## src/rtl/lsu_pkg.sv

```systemverilog
// Shared types and helpers for the load/store unit: access-size encodings, FSM states and the
// alignment rule applied when a request is accepted.
package lsu_pkg;

  typedef enum logic [1:0] {
    SZ_BYTE = 2'b00,
    SZ_HALF = 2'b01,
    SZ_WORD = 2'b10,
    SZ_RSVD = 2'b11
  } lsu_size_e;

  typedef enum logic [1:0] {
    IDLE = 2'b00,
    RD   = 2'b01,
    WR   = 2'b10,
    RESP = 2'b11
  } lsu_state_e;

  // A reserved size counts as an error alongside real misalignment.
  function automatic logic lsu_misaligned(input logic [1:0] size, input logic [1:0] off);
    logic bad;
    case (size)
      SZ_BYTE: bad = 1'b0;
      SZ_HALF: bad = off[0];
      SZ_WORD: bad = (off != 2'b00);
      default: bad = 1'b1;
    endcase
    return bad;
  endfunction

endpackage

```

## src/rtl/load_store_unit_if.sv

```systemverilog
// Pipeline-side request/response bus of the load/store unit. The pipeline is the master and the
// LSU is the slave.
interface load_store_unit_if #(
  parameter int unsigned DATA_W = 32
);
  logic              req_valid;
  logic              req_ready;
  logic              req_load;
  logic [1:0]        req_size;
  logic              req_unsigned;
  logic [DATA_W-1:0] req_addr;
  logic [DATA_W-1:0] req_wdata;
  logic              resp_valid;
  logic              resp_err;
  logic [DATA_W-1:0] resp_rdata;

  modport master (
    output req_valid, req_load, req_size, req_unsigned, req_addr, req_wdata,
    input  req_ready, resp_valid, resp_err, resp_rdata
  );

  modport slave (
    input  req_valid, req_load, req_size, req_unsigned, req_addr, req_wdata,
    output req_ready, resp_valid, resp_err, resp_rdata
  );
endinterface

```

## src/rtl/lsu_lane_align.sv

```systemverilog
// Big-endian lane handling: extracts and extends a load lane from a memory word, and merges a
// store lane into an old word for read-modify-write.
module lsu_lane_align
  import lsu_pkg::*;
(
  input  logic [31:0] word_i,
  input  logic [31:0] wdata_i,
  input  logic [1:0]  size_i,
  input  logic [1:0]  off_i,
  input  logic        unsigned_i,
  output logic [31:0] load_o,
  output logic [31:0] merge_o
);

  logic [7:0]  byte_lane;
  logic [15:0] half_lane;

  always_comb begin
    byte_lane = 8'h00;
    unique case (off_i)
      2'd0: byte_lane = word_i[31:24];
      2'd1: byte_lane = word_i[23:16];
      2'd2: byte_lane = word_i[15:8];
      2'd3: byte_lane = word_i[7:0];
    endcase
    half_lane = off_i[1] ? word_i[15:0] : word_i[31:16];
  end

  always_comb begin
    load_o  = word_i;
    merge_o = wdata_i;
    case (size_i)
      SZ_BYTE: begin
        load_o  = unsigned_i ? {24'h0, byte_lane} : {{24{byte_lane[7]}}, byte_lane};
        merge_o = word_i;
        unique case (off_i)
          2'd0: merge_o[31:24] = wdata_i[7:0];
          2'd1: merge_o[23:16] = wdata_i[7:0];
          2'd2: merge_o[15:8]  = wdata_i[7:0];
          2'd3: merge_o[7:0]   = wdata_i[7:0];
        endcase
      end
      SZ_HALF: begin
        load_o  = unsigned_i ? {16'h0, half_lane} : {{16{half_lane[15]}}, half_lane};
        merge_o = word_i;
        if (off_i[1]) merge_o[15:0] = wdata_i[15:0];
        else          merge_o[31:16] = wdata_i[15:0];
      end
      default: begin
        load_o  = word_i;
        merge_o = wdata_i;
      end
    endcase
  end

endmodule

```

## src/rtl/load_store_unit.sv

```systemverilog
// MEM-stage load/store initiator: latches one request, sequences word reads/writes to the data
// memory (read-modify-write for sub-word stores) and returns a single-cycle response.
module load_store_unit
  import lsu_pkg::*;
#(
  parameter int unsigned DEPTH_W = 5,
  parameter int unsigned DATA_W  = 32
) (
  input  logic               clk,
  input  logic               rst_n,
  load_store_unit_if.slave   bus,
  output logic               stall,
  output logic [DEPTH_W-1:0] mem_addr,
  output logic [DATA_W-1:0]  mem_wdata,
  output logic               mem_read,
  output logic               mem_write,
  input  logic [DATA_W-1:0]  mem_rdata
);

  lsu_state_e         state_q, state_d;
  logic               load_q, uns_q, err_q;
  logic [1:0]         size_q, off_q;
  logic [DEPTH_W-1:0] idx_q;
  logic [DATA_W-1:0]  wdata_q, word_q;
  logic [DATA_W-1:0]  load_data, merge_data;
  logic               accept, req_bad;
  logic               unused_addr;

  // Address bits above the memory depth wrap silently.
  assign unused_addr = ^bus.req_addr[DATA_W-1:DEPTH_W+2];

  assign accept  = bus.req_valid && (state_q == IDLE);
  assign req_bad = lsu_misaligned(bus.req_size, bus.req_addr[1:0]);

  always_ff @(posedge clk or negedge rst_n) begin
    if (!rst_n) begin
      state_q <= IDLE;
      load_q  <= 1'b0;
      uns_q   <= 1'b0;
      err_q   <= 1'b0;
      size_q  <= 2'b00;
      off_q   <= 2'b00;
      idx_q   <= '0;
      wdata_q <= '0;
      word_q  <= '0;
    end else begin
      state_q <= state_d;
      if (accept) begin
        load_q  <= bus.req_load;
        uns_q   <= bus.req_unsigned;
        err_q   <= req_bad;
        size_q  <= bus.req_size;
        off_q   <= bus.req_addr[1:0];
        idx_q   <= bus.req_addr[DEPTH_W+1:2];
        wdata_q <= bus.req_wdata;
      end
      if (state_q == RD) word_q <= mem_rdata;
    end
  end

  always_comb begin
    state_d = state_q;
    unique case (state_q)
      IDLE: begin
        if (accept) begin
          if (req_bad)                     state_d = RESP;
          else if (bus.req_load)           state_d = RD;
          else if (bus.req_size == SZ_WORD) state_d = WR;
          else                             state_d = RD;
        end
      end
      RD:      state_d = load_q ? RESP : WR;
      WR:      state_d = RESP;
      RESP:    state_d = IDLE;
      default: state_d = IDLE;
    endcase
  end

  // In RESP word_q holds the loaded word; in WR it holds the old word for the merge.
  lsu_lane_align u_lane_align (
    .word_i     (word_q),
    .wdata_i    (wdata_q),
    .size_i     (size_q),
    .off_i      (off_q),
    .unsigned_i (uns_q),
    .load_o     (load_data),
    .merge_o    (merge_data)
  );

  always_comb begin
    mem_read  = (state_q == RD);
    mem_write = (state_q == WR);
    mem_addr  = (mem_read || mem_write) ? idx_q : '0;
    mem_wdata = mem_write ? merge_data : '0;
  end

  assign bus.req_ready  = (state_q == IDLE);
  assign stall          = (state_q != IDLE);
  assign bus.resp_valid = (state_q == RESP);
  assign bus.resp_err   = (state_q == RESP) && err_q;
  assign bus.resp_rdata = ((state_q == RESP) && load_q && !err_q) ? load_data : '0;

endmodule

```

## src/flat_wrapper.sv

```systemverilog
// flat-port wrapper written by rule: the top's interface ports become plain ports
module load_store_unit_flat import lsu_pkg::*;
#(
  parameter int unsigned DEPTH_W = 5,
  parameter int unsigned DATA_W  = 32
)
  (clk, rst_n, stall, mem_addr, mem_wdata, mem_read, mem_write, mem_rdata, bus_req_valid, bus_req_load, bus_req_size, bus_req_unsigned, bus_req_addr, bus_req_wdata, bus_req_ready, bus_resp_valid, bus_resp_err, bus_resp_rdata);
  load_store_unit_if #(.DATA_W(DATA_W)) bus_i ();
  input  logic clk;
  input  logic rst_n;
  output logic stall;
  output logic [DEPTH_W-1:0] mem_addr;
  output logic [DATA_W-1:0] mem_wdata;
  output logic mem_read;
  output logic mem_write;
  input  logic [DATA_W-1:0] mem_rdata;
  input wire logic [$bits(bus_i.req_valid)-1:0] bus_req_valid;
  input wire logic [$bits(bus_i.req_load)-1:0] bus_req_load;
  input wire logic [$bits(bus_i.req_size)-1:0] bus_req_size;
  input wire logic [$bits(bus_i.req_unsigned)-1:0] bus_req_unsigned;
  input wire logic [$bits(bus_i.req_addr)-1:0] bus_req_addr;
  input wire logic [$bits(bus_i.req_wdata)-1:0] bus_req_wdata;
  output wire logic [$bits(bus_i.req_ready)-1:0] bus_req_ready;
  output wire logic [$bits(bus_i.resp_valid)-1:0] bus_resp_valid;
  output wire logic [$bits(bus_i.resp_err)-1:0] bus_resp_err;
  output wire logic [$bits(bus_i.resp_rdata)-1:0] bus_resp_rdata;
  assign bus_i.req_valid = bus_req_valid;
  assign bus_i.req_load = bus_req_load;
  assign bus_i.req_size = bus_req_size;
  assign bus_i.req_unsigned = bus_req_unsigned;
  assign bus_i.req_addr = bus_req_addr;
  assign bus_i.req_wdata = bus_req_wdata;
  assign bus_req_ready = bus_i.req_ready;
  assign bus_resp_valid = bus_i.resp_valid;
  assign bus_resp_err = bus_i.resp_err;
  assign bus_resp_rdata = bus_i.resp_rdata;
  load_store_unit #(.DEPTH_W(DEPTH_W), .DATA_W(DATA_W)) u_core (.clk(clk), .rst_n(rst_n), .bus(bus_i), .stall(stall), .mem_addr(mem_addr), .mem_wdata(mem_wdata), .mem_read(mem_read), .mem_write(mem_write), .mem_rdata(mem_rdata));
endmodule
```

## config.mk

```make
export PLATFORM = sky130hd
export DESIGN_NAME = load_store_unit_flat
export DESIGN_NICKNAME = d
export VERILOG_FILES = /design/src/rtl/lsu_pkg.sv /design/src/rtl/load_store_unit_if.sv /design/src/rtl/lsu_lane_align.sv /design/src/rtl/load_store_unit.sv /design/src/flat_wrapper.sv
export SDC_FILE = /design/constraint.sdc
export NUM_CORES = 1
export LEC_CHECK = 0
export CAP_MARGIN = 5
export CORE_MARGIN = 2
export CORE_UTILIZATION = 49
export DETAILED_ROUTE_END_ITERATION = 8
export GPL_TIMING_DRIVEN = 0
export PLACE_DENSITY = 0.95
export SETUP_SLACK_MARGIN = 0.5
export SLEW_MARGIN = 25
export SYNTH_ARGS = -nofsm -noshare
export SYNTH_HDL_FRONTEND = slang
export SYNTH_SLANG_ARGS = --single-unit
```

## constraint.sdc

```tcl
create_clock -name clk -period 4.5 [get_ports clk]
set_input_delay 0.45 -clock clk [delete_from_list [all_inputs] [get_ports clk]]
set_output_delay 0.45 -clock clk [all_outputs]
set_load 0.01 [all_outputs]
```

==> results of run 1 <==
## logic make-up after synthesis
group / after synthesis / share of synthesized area (%)
multiplexers: 117 / 27.4
AO/OA/AOI/OAI: 87 / 13.0
flip-flops: 78 / 41.1
buffers and inverters: 38 / 3.76
adder cells (fa/ha/maj): 4 / 1.05
AND/OR/NAND/NOR: 138 / 13.7
## power groups by stage
stage | Combinational (mW) | Clock (mW) | Sequential (mW)
6_report | 3.05 | 0.647 | 1.57
5_1_grt | 3.26 | 0.687 | 1.61
2_1_floorplan | 1.97 | 0 | 1.32
3_5_place_dp | 3.00 | 0 | 1.55
3_3_place_gp | 2.91 | 0 | 1.53
4_1_cts | 3.02 | 0.652 | 1.54
## flip-flops by register name, indices dropped and copies added (netlist names)
name	cells
u_core.wdata_q	32
u_core.load_q	1
u_core.err_q	1
u_core.off_q	2
u_core.state_q	2
u_core.uns_q	1
u_core.idx_q	5
u_core.word_q	32
u_core.size_q	2
## routing by layer
| metal | vias to the layer above | GRT usage (%) | wire, microns |
|---|---|---|---|
| li1 | 1993 | - | - |
| met1 | 2188 | 40.0 | 6230 |
| met2 | 294 | 52.5 | 7630 |
| met3 | 47 | 5.49 | 1490 |
| met4 | 0 | 12.4 | 494 |
| met5 | - | 0 | 0 |
## per-stage QoR
stage	instance area, sq um	worst slack [ns]	hold WS, ns
6_report	6700	1.12	0.0441
5_1_grt	6700	0.854	0.0724
4_1_cts	6700	1.15	0.0548
3_5_place_dp	6450	1.56	0.442
3_3_place_gp	6440	0.459	0.482
2_1_floorplan	4750	2.50	0.154
## worst reg2reg max path: stages, from the launching register on
cell and delay (ns):
dfrtp_1 0.41, inv_1 0.11, ha_1 0.19, clkbuf_1 0.43, clkbuf_1 0.56, mux2_2 0.41
## cell usage after synthesis, types with 7 or more instances
| library cell | n | area [sq um] |
|---|---|---|
| a22oi_1 | 8 | 60.1 |
| mux2i_1 | 19 | 190 |
| nand2_1 | 54 | 203 |
| a21boi_0 | 7 | 52.6 |
| mux2_2 | 97 | 1090 |
| buf_2 | 14 | 70.1 |
| dfrtp_1 | 78 | 1950 |
| nor2_1 | 36 | 135 |
| a22o_1 | 8 | 70.1 |
| clkbuf_1 | 13 | 48.8 |
| a21oi_1 | 11 | 55.1 |
| a211oi_1 | 15 | 113 |
| o21ai_0 | 10 | 50.1 |
| nor2b_1 | 9 | 56.3 |
| o22ai_1 | 15 | 93.8 |
| o31ai_1 | 8 | 60.1 |
| and2_1 | 7 | 43.8 |
| nor3_1 | 21 | 105 |
## layout make-up
type	instances	area share, %
tap	129	2.41
buffer	32	2.33
timing repair buffer	153	23.0
clock inverter	5	1.59
inverter	6	0.336
sequential	78	29.1
multi-input combinational	346	39.1
clock buffer	11	2.11
## worst max path at each step
| stage | endpoint | from | slack [ns] |
|---|---|---|---|
| 2_1_floorplan | bus_resp_rdata[20] | u_core.state_q[0]$_DFFE_PN0P_ | 2.50 |
| 3_3_place_gp | u_core.wdata_q[18]$_DFFE_PN0P_ | rst_n | 0.46 |
| 3_5_place_dp | bus_resp_rdata[29] | u_core.state_q[0]$_DFFE_PN0P_ | 1.56 |
| 4_1_cts | bus_resp_rdata[29] | u_core.state_q[0]$_DFFE_PN0P_ | 1.15 |
| 5_1_grt | bus_resp_rdata[29] | u_core.state_q[0]$_DFFE_PN0P_ | 0.85 |
| 6_report | bus_resp_rdata[29] | u_core.state_q[0]$_DFFE_PN0P_ | 1.12 |
==> metrics.txt, run 1 <==
max-cap check violation count 0; FF/Latch Area 1950 sq um; EDFF count, synth 0; WS Path Type reg -> out; total power roughly 5.3 mW; Setup-failing EPs final 0; syn_nets 569; most common cell after layout, fill and taps aside clkdlybuf4s50_1; Vias 4,522; WL per Instance ~21 microns; Int Power 3.05 mW; flops & latches, synth 78; clock buffer depth 2; Hold Crit Class in -> async; post-detail-place hpwl 12,200 microns; first-pass GRT wire length 24,400 microns; DRC viols 0; final-layout fill cell count 710; Psw roughly 2.2 mW; die height roughly 100 microns; clock latency on the worst-skew pair 0.36 ns; Async SR Flop Fraction 100%; Setup Buffers After CTS 0; Clock transition at path regs 0.08 ns; Initial Util approximately half; syn_area_per_cell between 10 and 15 sq um; Post-DRT Antenna Nets 0; FP Rows 35; combinational share of power 57.9%; pin count of the biggest net entering global routing 43; Lkg Pwr 2.75 nW; post-synthesis sequential area ratio 41.1%; Post-synth top flop dfrtp_1; CP max stage delay approximately 0.55 ns; CP arrival 2.93 ns; clock tree from TritonCTS built; Placed Instances 744; Slew headroom 57.2%; Worst Path Required between 4 and 5 ns; Hold Vio Cnt, Final 0; port bufs 152; Switching Share 42.1%; Util after Layout 71.9%; Syn Inst Count 462; Synth cell types 40; Layout Cells excl Fill 760; Crit Path Max Fanout 10; total CTS buffers 9; cell family with most CP delay simple AND/OR/NAND/NOR gates; worst clock skew ~0.010 ns; Total Routing Usage GR a little under a third; antenna violations before repair 0; drt total wl 15,800 microns; vias in the first global route 4,667; grt total ovfl 0; 1st-pass router iterations 5; Final GP Congestion 0.964; reg2reg end u_core.word_q[14]$_DFFE_PN0P_; CP Launch Type flip-flop; WP buf/inv 2; Slowest-stage cell, CP nor2_1; area of the multi-input gates 2620 sq um; part of the cycle the worst path needs approximately 75%; Critical Path, Cell by Cell ha_1, nand3b_1, nor2_1, buf_2, nand2_1, nand2_1, clkdlybuf4s50_1; Max Fclk 296 MHz; mapped cell area 4750 sq um; Clk pwr share 12.3%; Diodes inserted 0; Clock Root Buffer clkbuf_8; Sink Count 78; 1st-iter DRT viols ~380; share of layout cells above drive strength 1 approximately 22%; H-Tree Level Count 3; most frequent cells in the layout clkdlybuf4s50_1, mux2_2, dfrtp_1; sequential share of power ~30%; Critical Path Stages 7; DR vias/cell 5.95; Slew Limit Fails 0; number of nets in the layout 733; core area between 9000 and 10,000 sq um; min cycle time layout 3.38 ns; CP endpoint kind primary output; R2R setup slack 2.27 ns; die area 10,500 sq um; Cell Pwr Density 786 nW/um^2; die width 103 microns; post_cts resized 0; actual slew at the worst max-slew pin around 0.64 ns; Post-CTS Hold Fix Bufs 0; Boundary Pins 178; setup_tns 0 ns; Reg2Reg Launch Point u_core.state_q[1]$_DFFE_PN0P_; Worst Reg-to-Reg Cells 5; Peak VDD IR 0.531 mV; outcome complete, no violations; warnings from Yosys 0; CP dominant cell by count nand2_1; RSZ-0062 raised after global routing no; Syn-to-layout area delta 41.0%
No activity file was read; power rests on OpenSTA's default activity.
==> inputs of run 2 (changes only) <==
--- a/config.mk
+++ b/config.mk
@@ -7,10 +7,10 @@
 export LEC_CHECK = 0
 export CAP_MARGIN = 5
 export CORE_MARGIN = 2
-export CORE_UTILIZATION = 49
+export CORE_UTILIZATION = 41
 export DETAILED_ROUTE_END_ITERATION = 8
 export GPL_TIMING_DRIVEN = 0
-export PLACE_DENSITY = 0.95
+export PLACE_DENSITY = 0.87
 export SETUP_SLACK_MARGIN = 0.5
 export SLEW_MARGIN = 25
 export SYNTH_ARGS = -nofsm -noshare
==> constraint.sdc (replaced) <==
create_clock -name clk -period 2.9 [get_ports clk]
set_input_delay 0.29 -clock clk [delete_from_list [all_inputs] [get_ports clk]]
set_output_delay 0.29 -clock clk [all_outputs]
set_load 0.01 [all_outputs]
==> run 2 against run 1 <==
Via count increased by 2.4%. Sequential share of layout area down 1.9 points. Power increased by 68%. Die area is 19% higher. Core utilization shrank 8.4 points. Count of clock-buffer cells in the layout did not move. Design area increased by 7.7%. Cell count up 5.7%. Register-to-register slack lost 1.6 ns. Worst setup slack worse by 0.77 ns. Non-clock buffer count up 29. Largest cell class unchanged. Highest routed layer unchanged.
==> metrics.txt, run 2 (same netlist as run 1, synthesis figures left out) <==
Largest regs u_core.wdata_q x32, u_core.word_q x32, u_core.idx_q x5 (unchanged); cell family with most CP delay buffers and inverters (was simple AND/OR/NAND/NOR gates); vias in the first global route 4,611 (was 4,667); DR vias/cell 5.76 (was 5.95); most common cell after layout, fill and taps aside mux2_2 (was clkdlybuf4s50_1); Layout Cells excl Fill 803 (was 760); Clock Root Buffer clkbuf_16 (was clkbuf_8); Lkg Pwr 3.43 nW (was 2.75 nW); H-Tree Level Count 3 (unchanged); antenna violations before repair 0 (unchanged); clock buffer depth 2 (unchanged); WL per Instance 21.2 microns (was 20.8 microns); R2R setup slack 0.67 ns (was 2.27 ns); Crit Path Max Fanout 10 (unchanged); first-pass GRT wire length 25,200 microns (was 24,400 microns); die area 12,500 sq um (was 10,500 sq um); part of the cycle the worst path needs 87.6%; min cycle time layout 2.54 ns; CP max stage delay 0.52 ns (was 0.55 ns); Initial Util 41.8% (was 51.0%); Slew headroom 56.9% (was 57.2%); clock latency on the worst-skew pair 0.33 ns (was 0.36 ns); outcome complete, no violations (unchanged); Syn-to-layout area delta 51.8% (was 41.0%); Hold Vio Cnt, Final 0 (unchanged); Vias 4,629 (was 4,522); Clock transition at path regs 0.06 ns (was 0.08 ns); most frequent cells in the layout mux2_2, clkdlybuf4s50_1, dfrtp_1 (was clkdlybuf4s50_1, mux2_2, dfrtp_1); 1st-iter DRT viols 404 (was 381); Hold Crit Class in -> async (unchanged); Slowest-stage cell, CP clkdlybuf4s50_1 (was nor2_1); CP Launch Type flip-flop (unchanged); final-layout fill cell count 927 (was 710); pin count of the biggest net entering global routing 41 (was 43); Critical Path, Cell by Cell buf_4, mux2i_1, nor2b_1, o31ai_4, buf_4, nand2_1, clkdlybuf4s50_1 (was ha_1, nand3b_1, nor2_1, buf_2, nand2_1, nand2_1, clkdlybuf4s50_1); core area 11,400 sq um (was 9330 sq um); setup slack at placement 0.132 ns (was 1.56 ns); die width 112 microns (was 103 microns); Boundary Pins 178 (unchanged); final setup margin 0.359 ns (was 1.12 ns); Worst Path Required 2.61 ns (was 4.05 ns); Setup-failing EPs final 0 (unchanged); Max Fclk approximately 390 MHz; RSZ-0062 raised after global routing yes (was no); post-detail-place hpwl 12,200 microns (about the same); Cell Pwr Density 1230 nW/um^2 (was 786 nW/um^2); WP buf/inv 3 (was 2); die height 112 microns (was 103 microns); Final GP Congestion 0.948 (was 0.964); Peak VDD IR 0.553 mV (was 0.531 mV); CP arrival 2.25 ns (was 2.93 ns); FP Rows 39 (was 35); actual slew at the worst max-slew pin 0.647 ns (was 0.642 ns); grt total ovfl 0 (unchanged); number of nets in the layout 762 (was 733); DRC viols 0 (unchanged); WS Path Type reg -> out (unchanged); Slew Limit Fails 0 (unchanged); Total Routing Usage GR 26.2% (was 31.1%); drt total wl 17,000 microns (was 15,800 microns); Placed Instances 758 (was 744); Sink Count 78 (unchanged); port bufs 152 (unchanged); Post-DRT Antenna Nets 0 (unchanged); max-cap check violation count 0 (unchanged); total CTS buffers 9 (unchanged); FF/Latch Area 1960 sq um (was 1950 sq um); CP endpoint kind primary output (unchanged); 1st-pass router iterations 4 (was 5); area of the multi-input gates 2820 sq um (was 2620 sq um); Final Hold Slack 0.474 ns (was 0.0441 ns); clock tree from TritonCTS built (unchanged); worst clock skew 0.00899 ns (was 0.00999 ns); total power 8.86 mW (was 5.27 mW); CP dominant cell by count buf_4 (was nand2_1); Diodes inserted 0 (unchanged); share of layout cells above drive strength 1 34.4% (was 22.3%)
-- run 2: changes by cell type in the layout (fill, tap and decap cells not counted), moves of 9 or more --
cell / change
buf_4: +32
clkbuf_1: -9
clkbuf_16: +9
clkdlybuf4s50_1: -63
dlygate4sd2_1: +38
dlymetal6s2s_1: +16
nor3_1: -10
nor3_2: +9
-- run 2: final cells by class --
class,instances,share of cell area (%)
clock inverters,5,0.798
flip-flops and latches,78,27.2
multi-input cells,346,39.1
clock buffers,11,3.50
well taps,143,2.48
repair buffers,182,23.8
inverters,6,0.347
plain buffers,32,2.88
-- run 2: worst register-to-register path, delay by kind of cell, from the launching register on --
kind	cells	cell delay, ns
adder cells (fa/ha/maj)	1	0.20
flip-flops	1	0.42
multiplexers	1	0.42
buffers and inverters	3	1.08
-- run 2: layer usage --
metal / up-vias / share of wire, % / global-route usage [%]
li1: 2062 / - / -
met1: 2280 / 41 / 34.8
met2: 246 / 48 / 43.3
met3: 41 / 8.3 / 5.55
met4: 0 / 2.4 / 7.41
met5: - / 0 / 0
-- run 2: metrics by stage --
step,utilization (%),TNS [ns],area (sq um)
after floorplan,-,0,4750
after global placement,56.8,-75.30,6450
after detailed placement,56.9,0,6470
after CTS,61.6,0,7000
after global routing,63.5,0,7220
final,63.5,0,7220
-- run 2: worst paths after layout --
kind | to | from | cells past startpoint
max | bus_resp_rdata[28] | u_core.off_q[1]$_DFFE_PN0P_ | 7
min | u_core.word_q[27]$_DFFE_PN0P_ | rst_n | 2
max reg2reg | u_core.word_q[14]$_DFFE_PN0P_ | u_core.state_q[1]$_DFFE_PN0P_ | 5
min reg2reg | u_core.idx_q[3]$_DFFE_PN0P_ | u_core.idx_q[3]$_DFFE_PN0P_ | 1
max in group asynchronous | u_core.size_q[0]$_DFFE_PN0P_ | rst_n | 3
min in group clk | u_core.idx_q[3]$_DFFE_PN0P_ | u_core.idx_q[3]$_DFFE_PN0P_ | 1
-- run 2: power by group --
group | switching, mW | internal, mW | total (mW)
Sequential | 0.806 | 1.67 | 2.47
Combinational | 2.55 | 2.68 | 5.23
Clock | 0.449 | 0.712 | 1.16
-- run 2: timing repair --
| item | 4_1_cts | 5_1_grt |
|---|---|---|
| setup buffers | 18 | 10 |
| cloned | 0 | 0 |
| endpoints found under the setup margin | 64 | 29 |
| gates resized for setup | 125 | 47 |
| hold buffers | 1 | 0 |
| hold endpoints to repair | 38 | 0 |
| pin swaps | 5 | 9 |
==> inputs of run 3 (changes only) <==
--- a/config.mk
+++ b/config.mk
@@ -8,9 +8,10 @@
 export CAP_MARGIN = 5
 export CORE_MARGIN = 2
 export CORE_UTILIZATION = 41
+export CTS_CLUSTER_SIZE = 24
 export DETAILED_ROUTE_END_ITERATION = 8
 export GPL_TIMING_DRIVEN = 0
-export PLACE_DENSITY = 0.87
+export PLACE_DENSITY = 0.84
 export SETUP_SLACK_MARGIN = 0.5
 export SLEW_MARGIN = 25
 export SYNTH_ARGS = -nofsm -noshare
==> run 3 against run 2 <==
Register-to-register slack about the same. Global-route usage grew 0.24 points. Via count down 2.0%. Clock skew hardly changed. Clock power is 4% lower. Count of clock-buffer cells in the layout unchanged. Sequential share of layout area up 0.18 points. Routed wire length is 0.51% lower. Combinational power rose by 1%. Power rose by 0.17%. Maximum frequency down 1.5%. Core utilization fell by 0.45 points. Critical path type unchanged.
==> metrics.txt, run 3 (same netlist as run 1, synthesis figures left out) <==
antenna violations before repair 0 (unchanged); outcome complete, no violations (unchanged); Clock Root Buffer clkbuf_16 (unchanged); share of layout cells above drive strength 1 33.3% (was 34.4%); area of the multi-input gates 2830 sq um (was 2820 sq um); min cycle time layout 2.58 ns (was 2.54 ns); metal3 WL 1100 microns (was 1410 microns); Boundary Pins 178 (unchanged); Int Power 5.06 mW (about the same); grt total ovfl 0 (unchanged); total CTS buffers 9 (unchanged); die area 12,500 sq um (unchanged); most common cell after layout, fill and taps aside clkdlybuf4s50_1 (was mux2_2); Max Fclk 388 MHz (was 394 MHz); total power 8.88 mW (was 8.86 mW); CP arrival 2.29 ns (was 2.25 ns); combinational share of power 59.7% (was 59.0%); Largest regs u_core.wdata_q x32, u_core.word_q x32, u_core.idx_q x5 (unchanged); Cell Pwr Density 1240 nW/um^2 (was 1230 nW/um^2); sequential share of power 27.8% (was 27.9%); first-pass GRT wire length 25,400 microns (was 25,200 microns); Vias 4,535 (was 4,629); Clk pwr share 12.5% (was 13.1%); FF/Latch Area 1960 sq um (about the same); clock buffer depth 2 (unchanged); worst clock skew 0.00880 ns (was 0.00899 ns); pin count of the biggest net entering global routing 42 (was 41); actual slew at the worst max-slew pin 0.633 ns (was 0.647 ns); Total Routing Usage GR 26.4% (was 26.2%); most frequent cells in the layout clkdlybuf4s50_1, mux2_2, dfrtp_1 (was mux2_2, clkdlybuf4s50_1, dfrtp_1); Slew Limit Fails 0 (unchanged); drt total wl 16,900 microns (was 17,000 microns); Post-DRT Antenna Nets 0 (unchanged); port bufs 152 (unchanged); Reg2Reg Launch Point u_core.state_q[0]$_DFFE_PN0P_ (was u_core.state_q[1]$_DFFE_PN0P_); placed cell areas 6470 sq um (unchanged); DR vias/cell 5.69 (was 5.76); 1st-pass router iterations 5 (was 4); H-Tree Level Count 3 (unchanged); Switching Share 43.0% (was 42.9%); WL met1 7190 microns (was 6960 microns); CP endpoint kind primary output (unchanged); vias in the first global route 4,673 (was 4,611); FP Rows 39 (unchanged); die height 112 microns (unchanged); clock tree from TritonCTS built (unchanged); Hold Crit Class in -> async (unchanged); Diodes inserted 0 (unchanged); Design Area, Final 7160 sq um (was 7220 sq um); CP Launch Type flip-flop (unchanged); Clock transition at path regs 0.06 ns (about the same); Initial Util 41.8% (unchanged); top layer in use met4 (unchanged); part of the cycle the worst path needs 88.9% (was 87.6%); number of nets in the layout 756 (was 762); clock latency on the worst-skew pair 0.34 ns (was 0.33 ns); Crit Path Max Fanout 10 (unchanged); core area 11,400 sq um (unchanged); WL per Instance 21.2 microns (about the same); Lkg Pwr 3.13 nW (was 3.43 nW); Syn-to-layout area delta 50.7% (was 51.8%); reg2reg end u_core.word_q[21]$_DFFE_PN0P_ (was u_core.word_q[14]$_DFFE_PN0P_); RSZ-0062 raised after global routing yes (unchanged); Sink Count 78 (unchanged); 1st-iter DRT viols 319 (was 404); Final Hold Slack 0.452 ns (was 0.474 ns); Final GP Congestion 0.937 (was 0.948); Psw 3.81 mW (was 3.80 mW); max-cap check violation count 0 (unchanged); Peak VDD IR 0.583 mV (was 0.553 mV); Slew headroom 57.8% (was 56.9%); Layout Cells excl Fill 797 (was 803); Placed Instances 758 (unchanged); final-layout fill cell count 931 (was 927); DR WL met2 8090 microns (was 8250 microns); Setup-failing EPs final 0 (unchanged); R2R setup slack 0.67 ns (about the same); WS Path Type reg -> out (unchanged); Worst Reg-to-Reg Cells 5 (unchanged); DRC viols 0 (unchanged); post-detail-place hpwl 12,500 microns (was 12,200 microns); Worst Path Required 2.61 ns (about the same); Hold Vio Cnt, Final 0 (unchanged); die width 112 microns (unchanged)
run 3: per-stage QoR:
stage | setup TNS, ns | utilization [%] | setup WS, ns
6_report | 0 | 63.0 | 0.321
5_1_grt | 0 | 63.0 | 0.233
4_1_cts | 0 | 61.5 | 0.325
3_5_place_dp | 0 | 56.9 | 0.0673
3_3_place_gp | -77.44 | 56.8 | -0.999
2_1_floorplan | 0 | - | 1.06
run 3: cell type report:
cell class / count / area share, %
buffer: 32 / 2.95
multi-input combinational: 346 / 39.5
clock buffer: 11 / 3.25
clock inverter: 5 / 0.838
timing repair buffer: 176 / 23.3
sequential: 78 / 27.3
tap: 143 / 2.50
inverter: 6 / 0.349
run 3: worst max-delay path by stage:
stage	from	endpoint	slack [ns]	cells past startpoint
2_1_floorplan	u_core.state_q[0]$_DFFE_PN0P_	bus_resp_rdata[20]	1.06	6
3_3_place_gp	rst_n	u_core.wdata_q[3]$_DFFE_PN0P_	-1.0	1
3_5_place_dp	u_core.state_q[0]$_DFFE_PN0P_	bus_resp_rdata[26]	0.07	7
4_1_cts	u_core.size_q[1]$_DFFE_PN0P_	bus_resp_rdata[22]	0.32	6
5_1_grt	u_core.state_q[1]$_DFFE_PN0P_	bus_resp_rdata[22]	0.23	8
6_report	u_core.word_q[23]$_DFFE_PN0P_	bus_resp_rdata[22]	0.32	7
run 3: worst max-delay path, stage by stage, from the launching register on:
cell and delay, ns:
dfrtp_2 0.44, buf_4 0.15, mux2i_2 0.21, nor4_4 0.08, o31ai_4 0.28, clkbuf_4 0.24, nand2_1 0.07, clkdlybuf4s50_1 0.48
run 3: power by group through the flow:
| stage | sequential, mW | combinational, mW | clock, mW |
|---|---|---|---|
| after floorplan | 2.05 | 3.05 | 0 |
| after global placement | 2.41 | 4.55 | 0 |
| after detailed placement | 2.44 | 4.66 | 0 |
| after CTS | 2.41 | 4.95 | 1.13 |
| after global routing | 2.51 | 5.66 | 1.18 |
| final | 2.47 | 5.30 | 1.11 |
run 3: per-layer routing:
layer	track usage (%)	vias to the layer above
met5	0	-
li1	-	2048
met2	43.1	210
met3	5.82	47
met4	10.9	0
met1	34.0	2230
run 3: what timing repair did:
action,in CTS,in global routing
setup endpoints to repair,64,42
hold buffers,1,0
pin swaps,5,13
setup buffers,19,3
endpoints found under the hold margin,37,0
gates resized for setup,115,43
